`config.mk`:
```
export PLATFORM = sky130hd
export DESIGN_NAME = argmax_seq_ctrl_flat
export DESIGN_NICKNAME = d
export VERILOG_FILES = /design/src/rtl/argmax_seq_ctrl_if.sv /design/src/rtl/argmax_seq_ctrl.sv /design/src/flat_wrapper.sv
export SDC_FILE = /design/constraint.sdc
export NUM_CORES = 1
export LEC_CHECK = 0
export ABC_AREA = 1
export BUFFER_PORTS_ARGS = -buffer_cell sky130_fd_sc_hd__buf_4
export CELL_PAD_IN_SITES_DETAIL_PLACEMENT = 2
export CELL_PAD_IN_SITES_GLOBAL_PLACEMENT = 2
export CORE_ASPECT_RATIO = 0.8
export CORE_MARGIN = 2
export CORE_UTILIZATION = 30
export CTS_CLUSTER_SIZE = 28
export DETAILED_ROUTE_END_ITERATION = 10
export GPL_TIMING_DRIVEN = 0
export PLACE_DENSITY_LB_ADDON = 0.2
export SLEW_MARGIN = 10
export SYNTH_ARGS = -nofsm -noshare
export SYNTH_HDL_FRONTEND = slang
export SYNTH_SLANG_ARGS = --single-unit
```
`constraint.sdc`:
```
create_clock -name clk -period 5.7 [get_ports clk]
set_clock_uncertainty 0.2 [all_clocks]
set_input_delay 0.855 -clock clk [delete_from_list [all_inputs] [get_ports clk]]
set_output_delay 0.855 -clock clk [all_outputs]
set_load 0.05 [all_outputs]
```
`src/rtl/argmax_seq_ctrl_if.sv`:
```
// Score-in / winner-out handshake bundle for the sequential argmax scheduler.
// The slave modport is the scheduler; the master modport is its environment.
interface argmax_seq_ctrl_if #(
   parameter int M  = 32,
   parameter int N  = 10,
   parameter int IW = $clog2(N)
);
   logic          in_valid;
   logic [M-1:0]  in_data;
   logic          in_ready;
   logic          out_valid;
   logic          out_ready;
   logic [N-1:0]  out_onehot;
   logic [IW-1:0] out_index;
   logic [M-1:0]  out_max;

   modport slave (
      input  in_valid, in_data, out_ready,
      output in_ready, out_valid, out_onehot, out_index, out_max
   );

   modport master (
      output in_valid, in_data, out_ready,
      input  in_ready, out_valid, out_onehot, out_index, out_max
   );
endinterface

```
`src/rtl/argmax_seq_ctrl.sv`:
```
// Sequential argmax: one shared comparator scans N scores per frame, keeping a
// running max/index, then offers the winner as one-hot + index + score.
module argmax_seq_ctrl #(
   parameter int M      = 32,
   parameter int N      = 10,
   parameter int SIGNED = 1
) (
   input  logic              clk,
   input  logic              rst_n,
   input  logic              start,
   output logic              busy,
   argmax_seq_ctrl_if.slave  bus
);
   localparam int IW = $clog2(N);
   localparam logic [IW-1:0] LAST = IW'(N - 1);

   typedef enum logic [1:0] {IDLE, ACCUM, DONE} state_t;

   state_t        state_q, state_d;
   logic [IW-1:0] count_q;
   logic [IW-1:0] idx_q;
   logic [N-1:0]  onehot_q;
   logic [M-1:0]  max_q;
   logic          accept;
   logic          gt;

   always_comb begin
      gt = 1'b0;
      if (SIGNED != 0) gt = $signed(bus.in_data) > $signed(max_q);
      else             gt = bus.in_data > max_q;
   end

   always_ff @(posedge clk) begin
      if (!rst_n) state_q <= IDLE;
      else        state_q <= state_d;
   end

   always_comb begin
      state_d       = state_q;
      accept        = 1'b0;
      bus.in_ready  = 1'b0;
      bus.out_valid = 1'b0;
      busy          = 1'b0;
      unique case (state_q)
         IDLE: begin
            if (start) state_d = ACCUM;
         end
         ACCUM: begin
            bus.in_ready = 1'b1;
            busy         = 1'b1;
            accept       = bus.in_valid;
            if (accept && count_q == LAST) state_d = DONE;
         end
         DONE: begin
            bus.out_valid = 1'b1;
            busy          = 1'b1;
            if (bus.out_ready) state_d = IDLE;
         end
         default: state_d = IDLE;
      endcase
   end

   // Result registers double as outputs; they only move on accepts, so they
   // are frozen through DONE and keep the last winner while IDLE.
   always_ff @(posedge clk) begin
      if (!rst_n) begin
         count_q  <= '0;
         idx_q    <= '0;
         onehot_q <= '0;
         max_q    <= '0;
      end else if (state_q == IDLE && start) begin
         count_q <= '0;
      end else if (accept) begin
         count_q <= count_q + 1'b1;
         if (count_q == '0 || gt) begin
            max_q    <= bus.in_data;
            idx_q    <= count_q;
            onehot_q <= N'(1) << count_q;
         end
      end
   end

   assign bus.out_onehot = onehot_q;
   assign bus.out_index  = idx_q;
   assign bus.out_max    = max_q;
endmodule

```
`src/flat_wrapper.sv`:
```
// flat-port wrapper written by rule: the top's interface ports become plain ports
module argmax_seq_ctrl_flat 
#(
   parameter int M      = 32,
   parameter int N      = 10,
   parameter int SIGNED = 1
)
  (clk, rst_n, start, busy, bus_in_valid, bus_in_data, bus_out_ready, bus_in_ready, bus_out_valid, bus_out_onehot, bus_out_index, bus_out_max);
  argmax_seq_ctrl_if #(.M(M), .N(N)) bus_i ();
  input  logic clk;
  input  logic rst_n;
  input  logic start;
  output logic busy;
  input wire logic [$bits(bus_i.in_valid)-1:0] bus_in_valid;
  input wire logic [$bits(bus_i.in_data)-1:0] bus_in_data;
  input wire logic [$bits(bus_i.out_ready)-1:0] bus_out_ready;
  output wire logic [$bits(bus_i.in_ready)-1:0] bus_in_ready;
  output wire logic [$bits(bus_i.out_valid)-1:0] bus_out_valid;
  output wire logic [$bits(bus_i.out_onehot)-1:0] bus_out_onehot;
  output wire logic [$bits(bus_i.out_index)-1:0] bus_out_index;
  output wire logic [$bits(bus_i.out_max)-1:0] bus_out_max;
  assign bus_i.in_valid = bus_in_valid;
  assign bus_i.in_data = bus_in_data;
  assign bus_i.out_ready = bus_out_ready;
  assign bus_in_ready = bus_i.in_ready;
  assign bus_out_valid = bus_i.out_valid;
  assign bus_out_onehot = bus_i.out_onehot;
  assign bus_out_index = bus_i.out_index;
  assign bus_out_max = bus_i.out_max;
  argmax_seq_ctrl #(.M(M), .N(N), .SIGNED(SIGNED)) u_core (.clk(clk), .rst_n(rst_n), .start(start), .busy(busy), .bus(bus_i));
endmodule
```
==> impl_summary.md, run 1 <==
Status
The run finished with clean final reports.

Clocking
The clock reaches the later pin of the worst-skew pair after 290 ps. The clock transition at the registers of the reported paths is approximately 70 ps. Clock tree synthesis found a total of 52 sinks. The number of post-CTS setup repair buffers is 0. In this run, post-CTS hold repair placed 0 buffers. The cell at the root of the clock tree is sky130_fd_sc_hd__clkbuf_16. The total CTS buffers is 5.

Post-CTS repair changed the size of 0 cells. TritonCTS built the clock tree. The H-tree was split into 2 levels. In this run the deepest clock path goes through 2 buffers.

Routing
After the first detailed-routing iteration, the DRC count stood at 48. The post-detailed-route wirelength per cell is 13.58 um. For this block, the routed nets add up to roughly 9600 um of wire. The via total after detailed routing is 3,170. The per-cell via count in the routed design is between 4 and 5. Before antenna repair, the detailed router went through 4 iterations. The number of antenna-violating nets in the routed design is 0. The number of remaining DRC errors is 0.

Cells and area
The post-layout instance count excluding filler cells is between 700 and 800. The area growth from synthesis to final layout is 30.48%. At the end of the flow, the number of nets in the layout was about 650. The share of layout cells above drive strength 1 is roughly 18%. The number of antenna cells inserted is 0. The final design instance area without fill is approximately 4100 um^2.

Global route
The number of antenna violations at the first check in global routing is 0. Entering global routing, the biggest net connects 15 pins. The total overflow left after global routing is 0. The number of global-route vias before repair is approximately 3,500. The wire length of the first global-routing pass is between 15,000 and 20,000 um. The global-route usage over all layers is between 10% and 20%.

Setup path
The element type at the critical path start is an input port. The worst reg-to-reg setup slack is about 3200 ps. The endpoint identified for the worst register-to-register timing path is u_core.bus.out_max[22]. Data on the critical path arrives at its endpoint at between 2000 and 3000 ps. STA classifies the critical path endpoint as a flop. The category of the most critical setup path is in -> reg. STA puts the critical path data required time at roughly 5700 ps. In this run the critical register-to-register path is launched from u_core.bus.out_max[11].

Of all nets on the critical path, the largest fanout is 10. For the worst flop-to-flop path, the logic depth is 14.

Timing
The highest clock rate is between 0.3 and 0.4 GHz. The post-route minimum period is 2781 ps. The max-slew violation count is 0. The number of setup violations in the final report is 0. The final hold violation count was 0. After routing, the total negative slack on setup checks comes to 0 ps.

Setup repair after global routing left no endpoint under its margin. The transition at the pin with the smallest max-transition slack is a little under 600 ps. The headroom to the max-slew limit is just over 60%. The final critical-path share of the clock period is 48.78%.

Job
The tool flagged a number of max-cap violations equal to 0.

Logic synthesis
Of all cell types, the one taking the most synthesized area is sky130_fd_sc_hd__dfxtp_1. By count the netlist is led by sky130_fd_sc_hd__nand2_1 (133), sky130_fd_sc_hd__nor2_1 (104), sky130_fd_sc_hd__inv_1 (81). The proportion of register bits with asynchronous set or reset after synthesis is 0%.

The most used flip-flop cell after synthesis is sky130_fd_sc_hd__dfxtp_1. The synthesized netlist net count is ~560. The flip-flop and latch count after synthesis is 52. The number of synthesized flops with an enable pin is 0. After technology mapping, the gate count stands at about 480.

The mapped netlist covers approximately 3200 um^2. The sequential fraction of the synthesis area is between 30% and 40%. After synthesis, the netlist uses 25 different library cells. The mean post-synth cell area is around 6.6 um^2. The top-area cell type share of the netlist area is between 30 and 40%. Yosys instantiated no cell more often than sky130_fd_sc_hd__nand2_1. For this run, the number of Yosys warnings is 0. Ranked by total cell area, the synthesized netlist is headed by sky130_fd_sc_hd__dfxtp_1 (33%), sky130_fd_sc_hd__ha_1 (17%), sky130_fd_sc_hd__nand2_1 (16%), sky130_fd_sc_hd__nor2_1 (12%), sky130_fd_sc_hd__inv_1 (9.6%).

Floorplanning
The floorplan step defined a die boundary enclosing approximately 11,000 um^2. The die width is between 100 and 150 um. The core footprint is ~10,000 um^2. The boundary pin count is 86. The effective utilization at floorplan is between 30 and 40%. Measured along the y axis, the die boundary spans 96.04 um. In this run the core area contains 33 standard-cell rows.

Power
The worst ir drop on vdd is 0.1987 mV. The power density normalized to cell area is about 500 nW/um^2. The leakage power summed over all cells is around 2.1 nW.

Placed design
The placement-stage cell area is 3990 um^2. The count of port buffers added during placement is 85. The half-perimeter wire length of the detailed placement result is between 7000 and 8000 um. The final estimated routing congestion in global placement is 0.7697. The number of placed instances with taps included is about 700.

Hold path
The worst hold path terminates at u_core.bus.out_onehot[2]. The number of instances on the worst hold path is 2. The tightest min-delay check is of the reg -> reg type. In this run the most critical hold path is launched from u_core.bus.out_onehot[2].
## logic make-up (layout without fill, tap and decap cells)
family	after synthesis	after routing	share of synthesized area, %
and+or+nand+nor	257	257	32.18
DFF	52	52	32.77
AOI/OAI and AO/OA	32	32	5.829
buffers and inverters	95	186	12.68
adders and majority gates	42	42	16.54
## state kept, by name, summed over array words and instances (netlist names)
signal,flops
u_core.bus.out_max,32
u_core.count_q,4
u_core.bus.out_onehot,10
u_core.state_q,2
u_core.bus.out_index,4
## cell usage in the layout, fill, tap and decap left out, types with 2 or more instances in the layout
master	instances
sky130_fd_sc_hd__nand2_1	133
sky130_fd_sc_hd__nor2_1	104
sky130_fd_sc_hd__buf_4	85
sky130_fd_sc_hd__inv_1	81
sky130_fd_sc_hd__dfxtp_1	52
sky130_fd_sc_hd__ha_1	42
sky130_fd_sc_hd__a21oi_1	16
sky130_fd_sc_hd__nand3_1	8
sky130_fd_sc_hd__o21ai_0	7
sky130_fd_sc_hd__clkbuf_1	5
sky130_fd_sc_hd__clkbuf_16	5
sky130_fd_sc_hd__nand4_1	4
sky130_fd_sc_hd__buf_6	4
sky130_fd_sc_hd__buf_2	4
sky130_fd_sc_hd__a21boi_0	3
sky130_fd_sc_hd__a21o_1	2
sky130_fd_sc_hd__nor3_1	2
sky130_fd_sc_hd__nand3b_1	2
## critical path, cell delays in order
cell and delay [ps]:
sky130_fd_sc_hd__buf_4 120, sky130_fd_sc_hd__ha_1 320, sky130_fd_sc_hd__nand4_1 120, sky130_fd_sc_hd__nor3_1 280
sky130_fd_sc_hd__nand2_1 90, sky130_fd_sc_hd__nand2_1 70, sky130_fd_sc_hd__nand2_1 60, sky130_fd_sc_hd__nand3_1 110
sky130_fd_sc_hd__nand3_4 130, sky130_fd_sc_hd__nand2_4 110, sky130_fd_sc_hd__buf_2 260, sky130_fd_sc_hd__nand2_1 90
sky130_fd_sc_hd__nand2_1 90, sky130_fd_sc_hd__nor2_1 50
## per-layer routing
layer  global-route usage [%]  wire (um)
met1                    20.80       4300
met2                    34.39       4899
met3                    3.436        342
met4                    4.067         85
met5                        0          0
## final cells by class
| type | instances | area [um^2] |
|---|---|---|
| fill | 1237 | 6136 |
| clock inverter | 1 | 30.03 |
| multi-input combinational | 331 | 1733 |
| tap | 140 | 175.2 |
| clock buffer | 5 | 125.1 |
| timing repair buffer | 85 | 638.1 |
| sequential | 52 | 1041 |
| inverter | 81 | 304.0 |
| buffer | 14 | 98.84 |
## through the flow
step	utilization, %	total power (W)	worst slack [ps]	hold WS, ps
after global routing	40.32	0.002261	2699	313.1
final	40.32	0.002090	2919	290.7
after detailed placement	38.81	0.001777	2560	278.8
after CTS	40.32	0.002131	2853	294.1
after floorplan	-	0.001411	3109	297.0
after global placement	38.81	0.001719	2701	269.4
## power by group
part | switching, W | internal [W] | total [W]
sequential | 0.0000821 | 0.000474 | 0.000556
combinational | 0.000806 | 0.000385 | 0.00119
clock | 0.000140 | 0.000203 | 0.000343
total | 0.00103 | 0.00106 | 0.00209
## worst max-delay path by stage
stage                     cells after the start  slack [ps]                endpoint             from
after floorplan                              12        3110   u_core.bus.out_max[0]  bus_in_data[31]
after global placement                       14        2700  u_core.bus.out_max[24]  bus_in_data[11]
after detailed placement                     14        2560  u_core.bus.out_max[30]  bus_in_data[11]
after CTS                                    14        2850  u_core.bus.out_max[22]  bus_in_data[11]
after global routing                         16        2700  u_core.bus.out_max[22]   bus_in_data[7]
final                                        14        2920  u_core.bus.out_max[22]  bus_in_data[11]
Note: power is estimated with default switching activity, not from simulation.
==> inputs of run 2 (changes only) <==
--- a/config.mk
+++ b/config.mk
@@ -11,7 +11,7 @@
 export CELL_PAD_IN_SITES_GLOBAL_PLACEMENT = 2
 export CORE_ASPECT_RATIO = 0.8
 export CORE_MARGIN = 2
-export CORE_UTILIZATION = 30
+export CORE_UTILIZATION = 25
 export CTS_CLUSTER_SIZE = 28
 export DETAILED_ROUTE_END_ITERATION = 10
 export GPL_TIMING_DRIVEN = 0
==> constraint.sdc (replaced) <==
create_clock -name clk -period 2.3 [get_ports clk]
set_clock_uncertainty 0.2 [all_clocks]
set_input_delay 0.345 -clock clk [delete_from_list [all_inputs] [get_ports clk]]
set_output_delay 0.345 -clock clk [all_outputs]
set_load 0.05 [all_outputs]
==> impl_summary.md, run 2 (same netlist as run 1, synthesis figures left out) <==
Status
The flow ran to the end, but the final reports show violations. The final reports fail on setup timing.

Floorplanning
The die width is 130.0 um. Once the floorplan was initialized, standard cells occupied between 20% and 30% of the core. The standard-cell row count is 36.

The overall die area is between 10,000 and 15,000 um^2. During I/O placement, the number of pins put on the boundary was 86. From bottom edge to top edge, the die measures between 100 and 150 um.

After floorplanning, the core was sized to cover approximately 12,000 um^2.

Routing
The number of antenna-violating nets in the routed design is 0. The via total after detailed routing is 3,365. The first TritonRoute pass finished after 3 iterations. The number of remaining DRC errors is 0. Dividing the detail-routed wire length by the instance count gives 14.86 um. In this run, the number of DRC markers left after iteration 0 of detailed routing was 44.

After detailed routing, the total wire length is roughly 11,000 um. Dividing the detail-routed via count by the number of cells gives roughly 4.4.

Cells and area
The finished layout holds approximately 770 standard cells, fillers aside. The total number of nets in the final design is 678. Counting the fill cells in the layout gives 1,433.

The number of flip-flops under the largest register name is 32. Leaving out fill and tap cells, the most frequent cells in the layout are sky130_fd_sc_hd__nand2_1 (110), sky130_fd_sc_hd__buf_4 (110), sky130_fd_sc_hd__inv_1 (74), sky130_fd_sc_hd__nor2_1 (53), sky130_fd_sc_hd__nor2_2 (34). Cells with a size suffix above 1 make up between 40% and 50% of the layout. Once layout is done, the placed cells without fillers occupy 5119 um^2. The repair_antennas step left the layout with diodes totalling 0. The area growth from synthesis to final layout is 61.13%.

Clocking
No sink is reached through more buffers than the 2 on the longest clock path. At the later pin of the worst-skew pair, clock insertion delay measures 300 ps. TritonCTS built the clock tree. After clock tree synthesis, the clock-pin slew on the worst setup and hold paths is approximately 70 ps. After clock tree synthesis, the flow added hold-fix buffers numbering 0. The clock drives 52 sinks. The cell at the root of the clock tree is sky130_fd_sc_hd__clkbuf_16. The total CTS buffers is 5. The H-tree was split into 2 levels.

Timing
The post-route minimum period is roughly 2400 ps. The final hold violation count came to 0. Setup violations remaining at the end of the flow were counted as 35. The transition at the pin with the smallest max-transition slack is roughly 600 ps. Setup repair after global routing could not meet its margin everywhere. The max-slew violation count came to 0.

The headroom to the max-slew limit is between 60% and 70%. The worst hold margin is about 160 ps. Setup slack on the critical path of the routed design comes to -51.93 ps. Static timing analysis puts the maximum clock frequency at approximately 0.43 GHz. Of the available clock period, the critical path in the final layout requires 102.3%.

Setup path
The critical path capture point is u_core.bus.out_max[12]. The longest individual stage delay on the worst path is ~350 ps. The maximum net fanout on the critical path is 7. The launching instance or port of the critical path is u_core.bus.out_max[11]. At the worst endpoint, the required time is 2290 ps. The cell occurring most often along the worst timing path is sky130_fd_sc_hd__nand2_2. The worst setup path is launched from a flop. The cell family with the largest share of critical-path delay is simple AND/OR/NAND/NOR gates. The worst reg-to-reg setup slack is -50 ps. The critical path is of the reg -> reg type.

Together, buffers and inverters on the worst path number 3. The category of the worst setup path capture point is a flop. The origin of the critical flop-to-flop path is u_core.bus.out_max[11]. Counting cells, the worst reg-to-reg path comes to 15.

The master of the slowest instance on the critical path is sky130_fd_sc_hd__dfxtp_2. The critical path goes through inv_2 -> ha_4 -> nand4_1 -> nor3_4 -> nand2_1 -> nand2_2 -> nand2_2 -> nand2_2 -> nand2_2 -> nand3_4 -> nand2_8 -> buf_12 -> clkbuf_16 -> nor2_2 -> nor2_2. The count of cell instances traversed by the critical path is 15. The arrival time of data at the critical path endpoint is around 2400 ps. The endpoint identified for the worst register-to-register timing path is u_core.bus.out_max[12].

Power
The leakage power summed over all cells is around 2.4 nW. The worst ir drop on vdd is between 0.4 and 0.5 mV. After layout, the design draws a total of 0.006237 W. The power density normalized to cell area is 1219 nW/um^2.

Global route
In this run the most used layer during global routing was met2. The first global-routing pass estimated between 15,000 and 20,000 um of wire. For this run, global-route usage on met2 was measured as between 20 and 30%. The global-route usage over all layers is 16.99%. Entering global routing, the biggest net connects 17 pins. The number of global-route vias before repair is roughly 3,600. The met3 routing resource usage after global routing is around 3%. The total grt overflow is 0.

The number of antenna violations at the first check in global routing is 0. The met1 usage is about 22%.

Placed design
Summing all placed instances gives a cell area of a little over 4000 um^2. The count of buffers added on input and output ports is 85. The HPWL after detailed placement is a little over 8000 um.

At the end of routability-driven placement, the weighted congestion stood at 0.7964. After detailed placement, the design holds a cell count of ~730. Timing analysis after detailed placement gives a worst setup slack of -326.9 ps.

Hold path
The worst hold path belongs to the class in -> reg. The number of instances on the worst hold path is 5.

Job
Across the run, the number of max-cap violations was 0.
[run 2: layout make-up]
cell class              instances  area (um^2)  share of cell area (%)
multi-input cells             331         2281                   44.56
clock buffers                   6        128.9                   2.518
inverters                      81        304.0                   5.940
plain buffers                  13        143.9                   2.811
well taps                     171        214.0                   4.180
clock inverters                 2        16.27                  0.3178
repair buffers                115        940.9                   18.38
flip-flops and latches         52         1090                   21.29
[run 2: where the power goes]
group / total [W] / internal, W / switching [W] / leakage [nW]
logic: 0.00401 / 0.00158 / 0.00243 / 1.88
registers: 0.00145 / 0.00122 / 0.000235 / 0.439
clock network: 0.000777 / 0.000407 / 0.000369 / 0.0671
[run 2: metal layers]
metal  vias up  wire [um]
met5         -          0
met3         9        322
li1       1689          -
met4         0         97
met2        48       5889
met1      1619       5149
[run 2: repair_timing]
item | in CTS | in global routing
gates resized for setup | 94 | 60
cloned | 2 | 1
setup endpoints to repair | 43 | 45
pin swaps | 26 | 16
setup buffers | 22 | 5
[run 2: how the worst min path moves through the flow]
stage	startpoint	endpoint	slack (ps)
after floorplan	u_core.state_q[1]	u_core.state_q[1]	300
after global placement	u_core.bus.out_max[16]	u_core.bus.out_max[16]	270
after detailed placement	u_core.bus.out_max[30]	u_core.bus.out_max[30]	280
after CTS	bus_in_data[24]	u_core.bus.out_max[24]	160
after global routing	bus_in_data[4]	u_core.bus.out_max[4]	190
final	bus_in_data[22]	u_core.bus.out_max[22]	160
[run 2: worst register-to-register path: cells and delay by family (launching register included)]
family        cells  cell delay, ps
flops             1             350
simple gates     11            1040
fa+ha+maj         1             270
buf+inv           3             380
[run 2: through the flow]
stage	setup TNS (ps)	util [%]
finish	-563.9	41.63
global route	-6737	41.63
CTS	-448.7	39.41
detailed placement	-12430	33.14
global placement	-10150	33.14
floorplan	0	-
